File: config.mk
export PLATFORM = sky130hd
export DESIGN_NAME = fpu_norm_shift
export DESIGN_NICKNAME = d
export VERILOG_FILES = /design/src/rtl/fpu_norm_shift_pkg.sv /design/src/rtl/fpu_norm_barrel_shl.sv /design/src/rtl/fpu_norm_shift.sv
export SDC_FILE = /design/constraint.sdc
export NUM_CORES = 1
export LEC_CHECK = 0
export CORE_ASPECT_RATIO = 1.25
export CORE_MARGIN = 2
export CORE_UTILIZATION = 57
export DETAILED_ROUTE_END_ITERATION = 16
export GPL_ROUTABILITY_DRIVEN = 0
export PLACE_DENSITY = 0.86
export SYNTH_ARGS = -nofsm -noshare
export SYNTH_HDL_FRONTEND = slang
export SYNTH_SLANG_ARGS = --single-unit
File: constraint.sdc
create_clock -name clk -period 3.8 [get_ports clk]
set_input_delay 1.14 -clock clk [delete_from_list [all_inputs] [get_ports clk]]
set_output_delay 1.14 -clock clk [all_outputs]
set_load 0.03 [all_outputs]
File: src/rtl/fpu_norm_shift_pkg.sv
// ----------------------------------------------------------------------------
// fpu_norm_shift_pkg : shared widths and result-class code for the FPU
//                      normalization stage.
// Revision 1.0
// ----------------------------------------------------------------------------
`default_nettype none

package fpu_norm_shift_pkg;
  localparam int MANT_W    = 32;
  localparam int EXP_W     = 10;
  localparam int OUT_EXP_W = 8;
  localparam int EXP_MAX   = 255;

  typedef enum logic [1:0] {
    NORMAL = 2'd0,
    ZERO   = 2'd1,
    UFLOW  = 2'd2,
    OFLOW  = 2'd3
  } norm_class_e;
endpackage

`default_nettype wire

File: src/rtl/fpu_norm_barrel_shl.sv
// ----------------------------------------------------------------------------
// fpu_norm_barrel_shl : combinational logarithmic left shifter.
// Revision 1.0
// ----------------------------------------------------------------------------
`default_nettype none

module fpu_norm_barrel_shl #(
  parameter int WIDTH = 32,
  parameter int SHW   = $clog2(WIDTH)
) (
  input  logic [WIDTH-1:0] data_i,
  input  logic [SHW-1:0]   shamt_i,
  output logic [WIDTH-1:0] data_o
);

  logic [SHW:0][WIDTH-1:0] stage_w;

  assign stage_w[0] = data_i;

  for (genvar k = 0; k < SHW; k++) begin : g_stage
    assign stage_w[k+1] = shamt_i[k] ? (stage_w[k] << (1 << k)) : stage_w[k];
  end

  assign data_o = stage_w[SHW];

endmodule

`default_nettype wire

File: src/rtl/fpu_norm_shift.sv
// ----------------------------------------------------------------------------
// fpu_norm_shift : two-stage normalize/classify stage with valid/ready flow.
// Define FPU_NORM_DENORM_EN to emit denormals instead of flushing underflow.
// Revision 1.0
// ----------------------------------------------------------------------------
`default_nettype none

module fpu_norm_shift #(
  parameter int MANT_W    = fpu_norm_shift_pkg::MANT_W,
  parameter int EXP_W     = fpu_norm_shift_pkg::EXP_W,
  parameter int OUT_EXP_W = fpu_norm_shift_pkg::OUT_EXP_W
) (
  input  logic                       clk,
  input  logic                       rst_l,
  input  logic                       flush,
  input  logic                       in_valid,
  output logic                       in_ready,
  input  logic                       in_sign,
  input  logic [EXP_W-1:0]           in_exp,
  input  logic [MANT_W-1:0]          in_mant,
  input  logic [$clog2(MANT_W)-1:0]  in_lzd_pos,
  input  logic                       in_lzd_valid,
  output logic                       out_valid,
  input  logic                       out_ready,
  output logic                       out_sign,
  output logic [OUT_EXP_W-1:0]       out_exp,
  output logic [MANT_W-1:0]          out_mant,
  output logic                       out_zero,
  output logic                       out_uflow,
  output logic                       out_oflow
);
  import fpu_norm_shift_pkg::*;

  localparam int LZD_W = $clog2(MANT_W);
  localparam logic signed [EXP_W:0] EXP_HI  = (EXP_W+1)'(EXP_MAX);
  localparam logic signed [EXP_W:0] EXP_NIL = '0;

  logic signed [EXP_W:0] exp_in_w;
  logic signed [EXP_W:0] exp_tmp_w;
  norm_class_e           cls_w;
  logic [LZD_W-1:0]      shamt_w;
  logic                  s1_adv_w;
  logic                  s2_adv_w;
  logic [MANT_W-1:0]     shl_w;

  logic                  s1_valid_q, s1_sign_q;
  logic [MANT_W-1:0]     s1_mant_q;
  logic [LZD_W-1:0]      s1_shamt_q;
  logic [OUT_EXP_W-1:0]  s1_exp_q;
  norm_class_e           s1_cls_q;

  logic                  s2_valid_q, s2_sign_q;
  logic [OUT_EXP_W-1:0]  s2_exp_q, s2_exp_d;
  logic [MANT_W-1:0]     s2_mant_q, s2_mant_d;
  logic                  s2_zero_q, s2_zero_d;
  logic                  s2_uflow_q, s2_uflow_d;
  logic                  s2_oflow_q, s2_oflow_d;

  assign s2_adv_w = !s2_valid_q || out_ready;
  assign s1_adv_w = !s1_valid_q || s2_adv_w;
  assign in_ready = s1_adv_w;

  // Exponent after normalization, one bit wider so the subtraction cannot wrap.
  assign exp_in_w  = {in_exp[EXP_W-1], in_exp};
  assign exp_tmp_w = exp_in_w - {{(EXP_W+1-LZD_W){1'b0}}, in_lzd_pos};

  always_comb begin
    if (!in_lzd_valid)            cls_w = ZERO;
    else if (exp_tmp_w >= EXP_HI) cls_w = OFLOW;
    else if (exp_tmp_w <= EXP_NIL) cls_w = UFLOW;
    else                          cls_w = NORMAL;
  end

  always_comb begin
    shamt_w = in_lzd_pos;
`ifdef FPU_NORM_DENORM_EN
    // Underflow implies in_exp <= lzd_pos, so in_exp-1 always fits and loses no bits.
    if (cls_w == UFLOW)
      shamt_w = (exp_in_w > EXP_NIL) ? (in_exp[LZD_W-1:0] - LZD_W'(1)) : '0;
`endif
  end

  fpu_norm_barrel_shl #(
    .WIDTH (MANT_W),
    .SHW   (LZD_W)
  ) u_shl (
    .data_i  (s1_mant_q),
    .shamt_i (s1_shamt_q),
    .data_o  (shl_w)
  );

  always_comb begin
    s2_mant_d  = '0;
    s2_exp_d   = '0;
    s2_zero_d  = 1'b0;
    s2_uflow_d = 1'b0;
    s2_oflow_d = 1'b0;
    case (s1_cls_q)
      NORMAL: begin
        s2_mant_d = shl_w;
        s2_exp_d  = s1_exp_q;
      end
      ZERO: s2_zero_d = 1'b1;
      OFLOW: begin
        s2_exp_d   = OUT_EXP_W'(EXP_MAX);
        s2_oflow_d = 1'b1;
      end
      UFLOW: begin
        s2_uflow_d = 1'b1;
`ifdef FPU_NORM_DENORM_EN
        s2_mant_d  = shl_w;
`else
        s2_zero_d  = 1'b1;
`endif
      end
      default: s2_mant_d = '0;
    endcase
  end

  always_ff @(posedge clk or negedge rst_l) begin
    if (!rst_l) begin
      s1_valid_q <= 1'b0;
      s1_sign_q  <= 1'b0;
      s1_mant_q  <= '0;
      s1_shamt_q <= '0;
      s1_exp_q   <= '0;
      s1_cls_q   <= NORMAL;
      s2_valid_q <= 1'b0;
      s2_sign_q  <= 1'b0;
      s2_exp_q   <= '0;
      s2_mant_q  <= '0;
      s2_zero_q  <= 1'b0;
      s2_uflow_q <= 1'b0;
      s2_oflow_q <= 1'b0;
    end else begin
      if (flush) begin
        s1_valid_q <= 1'b0;
        s2_valid_q <= 1'b0;
      end else begin
        if (s1_adv_w) s1_valid_q <= in_valid;
        if (s2_adv_w) s2_valid_q <= s1_valid_q;
      end
      if (s1_adv_w && in_valid) begin
        s1_sign_q  <= in_sign;
        s1_mant_q  <= in_mant;
        s1_shamt_q <= shamt_w;
        s1_exp_q   <= exp_tmp_w[OUT_EXP_W-1:0];
        s1_cls_q   <= cls_w;
      end
      if (s2_adv_w && s1_valid_q) begin
        s2_sign_q  <= s1_sign_q;
        s2_exp_q   <= s2_exp_d;
        s2_mant_q  <= s2_mant_d;
        s2_zero_q  <= s2_zero_d;
        s2_uflow_q <= s2_uflow_d;
        s2_oflow_q <= s2_oflow_d;
      end
    end
  end

  assign out_valid = s2_valid_q;
  assign out_sign  = s2_sign_q;
  assign out_exp   = s2_exp_q;
  assign out_mant  = s2_mant_q;
  assign out_zero  = s2_zero_q;
  assign out_uflow = s2_uflow_q;
  assign out_oflow = s2_oflow_q;

endmodule

`default_nettype wire

==> impl_metrics.env <==
export IMPL_cp_start_kind="input pin"
export IMPL_crit_chain="clkdlybuf4s50_1, nor2b_1, nand2_1, clkdlybuf4s50_1"
export IMPL_finalHoldViolCount=0
export IMPL_crit_cells=4
export IMPL_tightest_slew_ps=1100
export IMPL_cts_resized=0
export IMPL_drive_above_1_share_pct=19.9
export IMPL_netlist_top_cells_count="94 x dfrtp_1, 46 x mux2_2, 38 x nand2_1"
export IMPL_grtUsageTotal_pct=24.8
export IMPL_via_count=4033
export IMPL_clock_latency_ps=350
export IMPL_clock_skew_ps=8.31
export IMPL_stdcell_count=667
export IMPL_antenna_cells=0
export IMPL_critPathSlowestCell="clkdlybuf4s50_1"
export IMPL_area_growth_pct=24.8
export IMPL_rsz0062_at_grt="no"
export IMPL_cp_max_fo=4
export IMPL_relSlewSlack_pct=26.8
export IMPL_fill_cells=625
export IMPL_min_delay_path_depth=2
export IMPL_grt_ovfl_total=0
export IMPL_antenna_found_initial=0
export IMPL_min_period_over_period_pct=96.6
export IMPL_period_minus_slack_ps=3670
export IMPL_cts_hold_buf=0
export IMPL_path_buf_inv=2
export IMPL_worstHoldPathType="reg -> reg"
export IMPL_cp_top_family="buffers and inverters"
export IMPL_yosys_area_share_simple_pct=8.12
export IMPL_ys_types=53
export IMPL_worstSetupEndpointType="output pin"
export IMPL_cts_max_path_buffers=2
export IMPL_powerDensity_nw_per_um2=457
export IMPL_critPathMaxStageDelay_ps=610
export IMPL_slew_violations=0
export IMPL_place_hpwl_mm=8.85
export IMPL_dr_pass1_iters=5
export IMPL_place_area_um2=6360
export IMPL_synth_seq_cells=94
export IMPL_place_inst=651
export IMPL_setup_worst_path_class="in -> out"
export IMPL_yosysMostFrequentCell="dfrtp_1"
export IMPL_ir_drop_v=0.000283
export IMPL_core_um2=9130
export IMPL_grt_pass1_vias=4017
export IMPL_cap_violations=0
export IMPL_hold_ws_ps=486
export IMPL_avgViaCountPerCell=6.05
export IMPL_synth_edff_count=0
export IMPL_die_width_um=90.4
export IMPL_numClockSinks=94
export IMPL_final_util_pct=72.7
export IMPL_initial_core_util_pct=58.3
export IMPL_synth_top_family_by_area="multiplexers"
export IMPL_fmax_ghz=0.272
export IMPL_synthMuxAreaShare_pct=26.4
export IMPL_synth_compound_area_share_pct=14.1
export IMPL_htreeDepth=3
export IMPL_setup_viol=0
export IMPL_route_final_wire_length_mm=11.7
export IMPL_worst_ep_required_time_ps=2660
export IMPL_grt_max_degree=48
export IMPL_syn_avg_cell_area_um2=11.6
export IMPL_syn_num_nets=520
export IMPL_grt_pass1_wl_mm=20.2
export IMPL_dieArea_um2=10100
export IMPL_fin_ws_ps=129
export IMPL_p_total_mw=3.03
export IMPL_clk_pin_slew_ps=70
export IMPL_stdcell_area_um2=6630
export IMPL_root_buffer="clkbuf_16"
export IMPL_layout_nets=602
export IMPL_cts_tree="yes"
export IMPL_io_buffers=99
export IMPL_io_pins=100
export IMPL_status="complete, no violations"
export IMPL_synth_xor_area_share_pct=0.824
export IMPL_crit_top_cell="clkdlybuf4s50_1"
export IMPL_postCtsSetupBuffers=0
export IMPL_pre_cts_ws_ps=76.9
export IMPL_seq_area_frac_synth_pct=44.2
export IMPL_drc_errors=0
export IMPL_drtIter0Drc=367
export IMPL_ant_nets=0
export IMPL_syn_inst=457
export IMPL_synth_flop_cell="dfrtp_1"
export IMPL_routedWlPerCell_um=17.5
export IMPL_synth_area_um2=5320
export IMPL_yosys_top_cells_area="dfrtp_1 44%, mux4_2 13%, mux2_2 9.7%"
export IMPL_synth_async_reset_ratio_pct=100
export IMPL_num_rows=39
export IMPL_ys_warn_count=0
export IMPL_cp_arrival_ps=2530
export IMPL_synthAdderAreaFrac_pct=2.26
export IMPL_worstRegToRegCells=6
export IMPL_multiInputGateArea_um2=2750
export IMPL_cts_made_buffers=9
export IMPL_p_leak_nw=2.72
export IMPL_tns_ps=0
export IMPL_seq_area_um2=2350
export IMPL_die_h_um=112
export IMPL_yosysTopAreaCellShare_pct=44.2
export IMPL_yosys_area_top_type="dfrtp_1"
-- state kept, by name, summed over array words and instances (netlist names), 2 cells and up --
name and flops:
out_exp 8, out_mant 32, s1_mant_q 32, s1_shamt_q 5, s1_cls_q 2, s1_exp_q 8
-- power by group --
part	internal, mW	leakage [nW]	switching (mW)
Sequential	1.13	1.19	0.145
Clock	0.444	0.128	0.387
Combinational	0.462	1.41	0.465
-- cell usage in the layout (no fill, tap or decap), types with 3 or more instances in the layout --
cell,instances
ha_1,8
clkdlybuf4s50_1,98
a211oi_1,11
mux2_2,46
a221o_1,7
nor2_1,19
nor3_1,8
mux2i_1,21
buf_4,10
nor2b_1,10
clkbuf_16,9
a21oi_1,25
a22oi_1,6
a22o_1,8
o21ai_1,18
o31ai_1,8
nand2_1,38
xor2_1,3
dfrtp_1,93
mux4_2,30
o21ai_0,16
clkinvlp_4,3
inv_1,11
-- path summary, 6_finish.rpt --
| check | start | to | slack [ps] |
|---|---|---|---|
| max | out_ready | in_ready | 130 |
| min | out_exp[3] | out_exp[3] | 490 |
| max reg2reg | s1_shamt_q[0] | out_mant[31] | 950 |
| min reg2reg | out_exp[3] | out_exp[3] | 490 |
| max in group asynchronous | rst_l | out_sign | 2250 |
| min in group asynchronous | rst_l | s1_mant_q[30] | 770 |
-- per-layer routing --
| layer | vias up | GRT usage [%] | wire length, um |
|---|---|---|---|
| met3 | 22 | 4.60 | 639 |
| met5 | - | 0 | 0 |
| met4 | 0 | 9.23 | 267 |
| met1 | 1969 | 33.0 | 4880 |
| met2 | 163 | 41.1 | 5900 |
| li1 | 1879 | - | - |
-- area by class of cell --
| cell class | count | share of cell area [%] |
|---|---|---|
| Clock inverter | 7 | 0.754 |
| Timing Repair Buffer | 108 | 15.9 |
| Inverter | 11 | 0.622 |
| Sequential cell | 94 | 35.5 |
| Clock buffer | 9 | 3.39 |
| Multi-Input combinational cell | 315 | 41.5 |
| Tap cell | 123 | 2.32 |
-- tightest hold or removal path: stages, from the launching register on --
cell and delay, ps:
dfrtp_1 340, nand2_1 60, o31ai_1 50
-- cells by family after synthesis --
| family | after synthesis |
|---|---|
| AOI/OAI and AO/OA | 113 |
| muxes | 97 |
| buffers and inverters | 48 |
| and+or+nand+nor | 91 |
| DFF | 94 |
| adders and majority gates | 9 |
| xor gates and xnor gates | 5 |
Note: power is estimated with default switching activity, not from simulation.
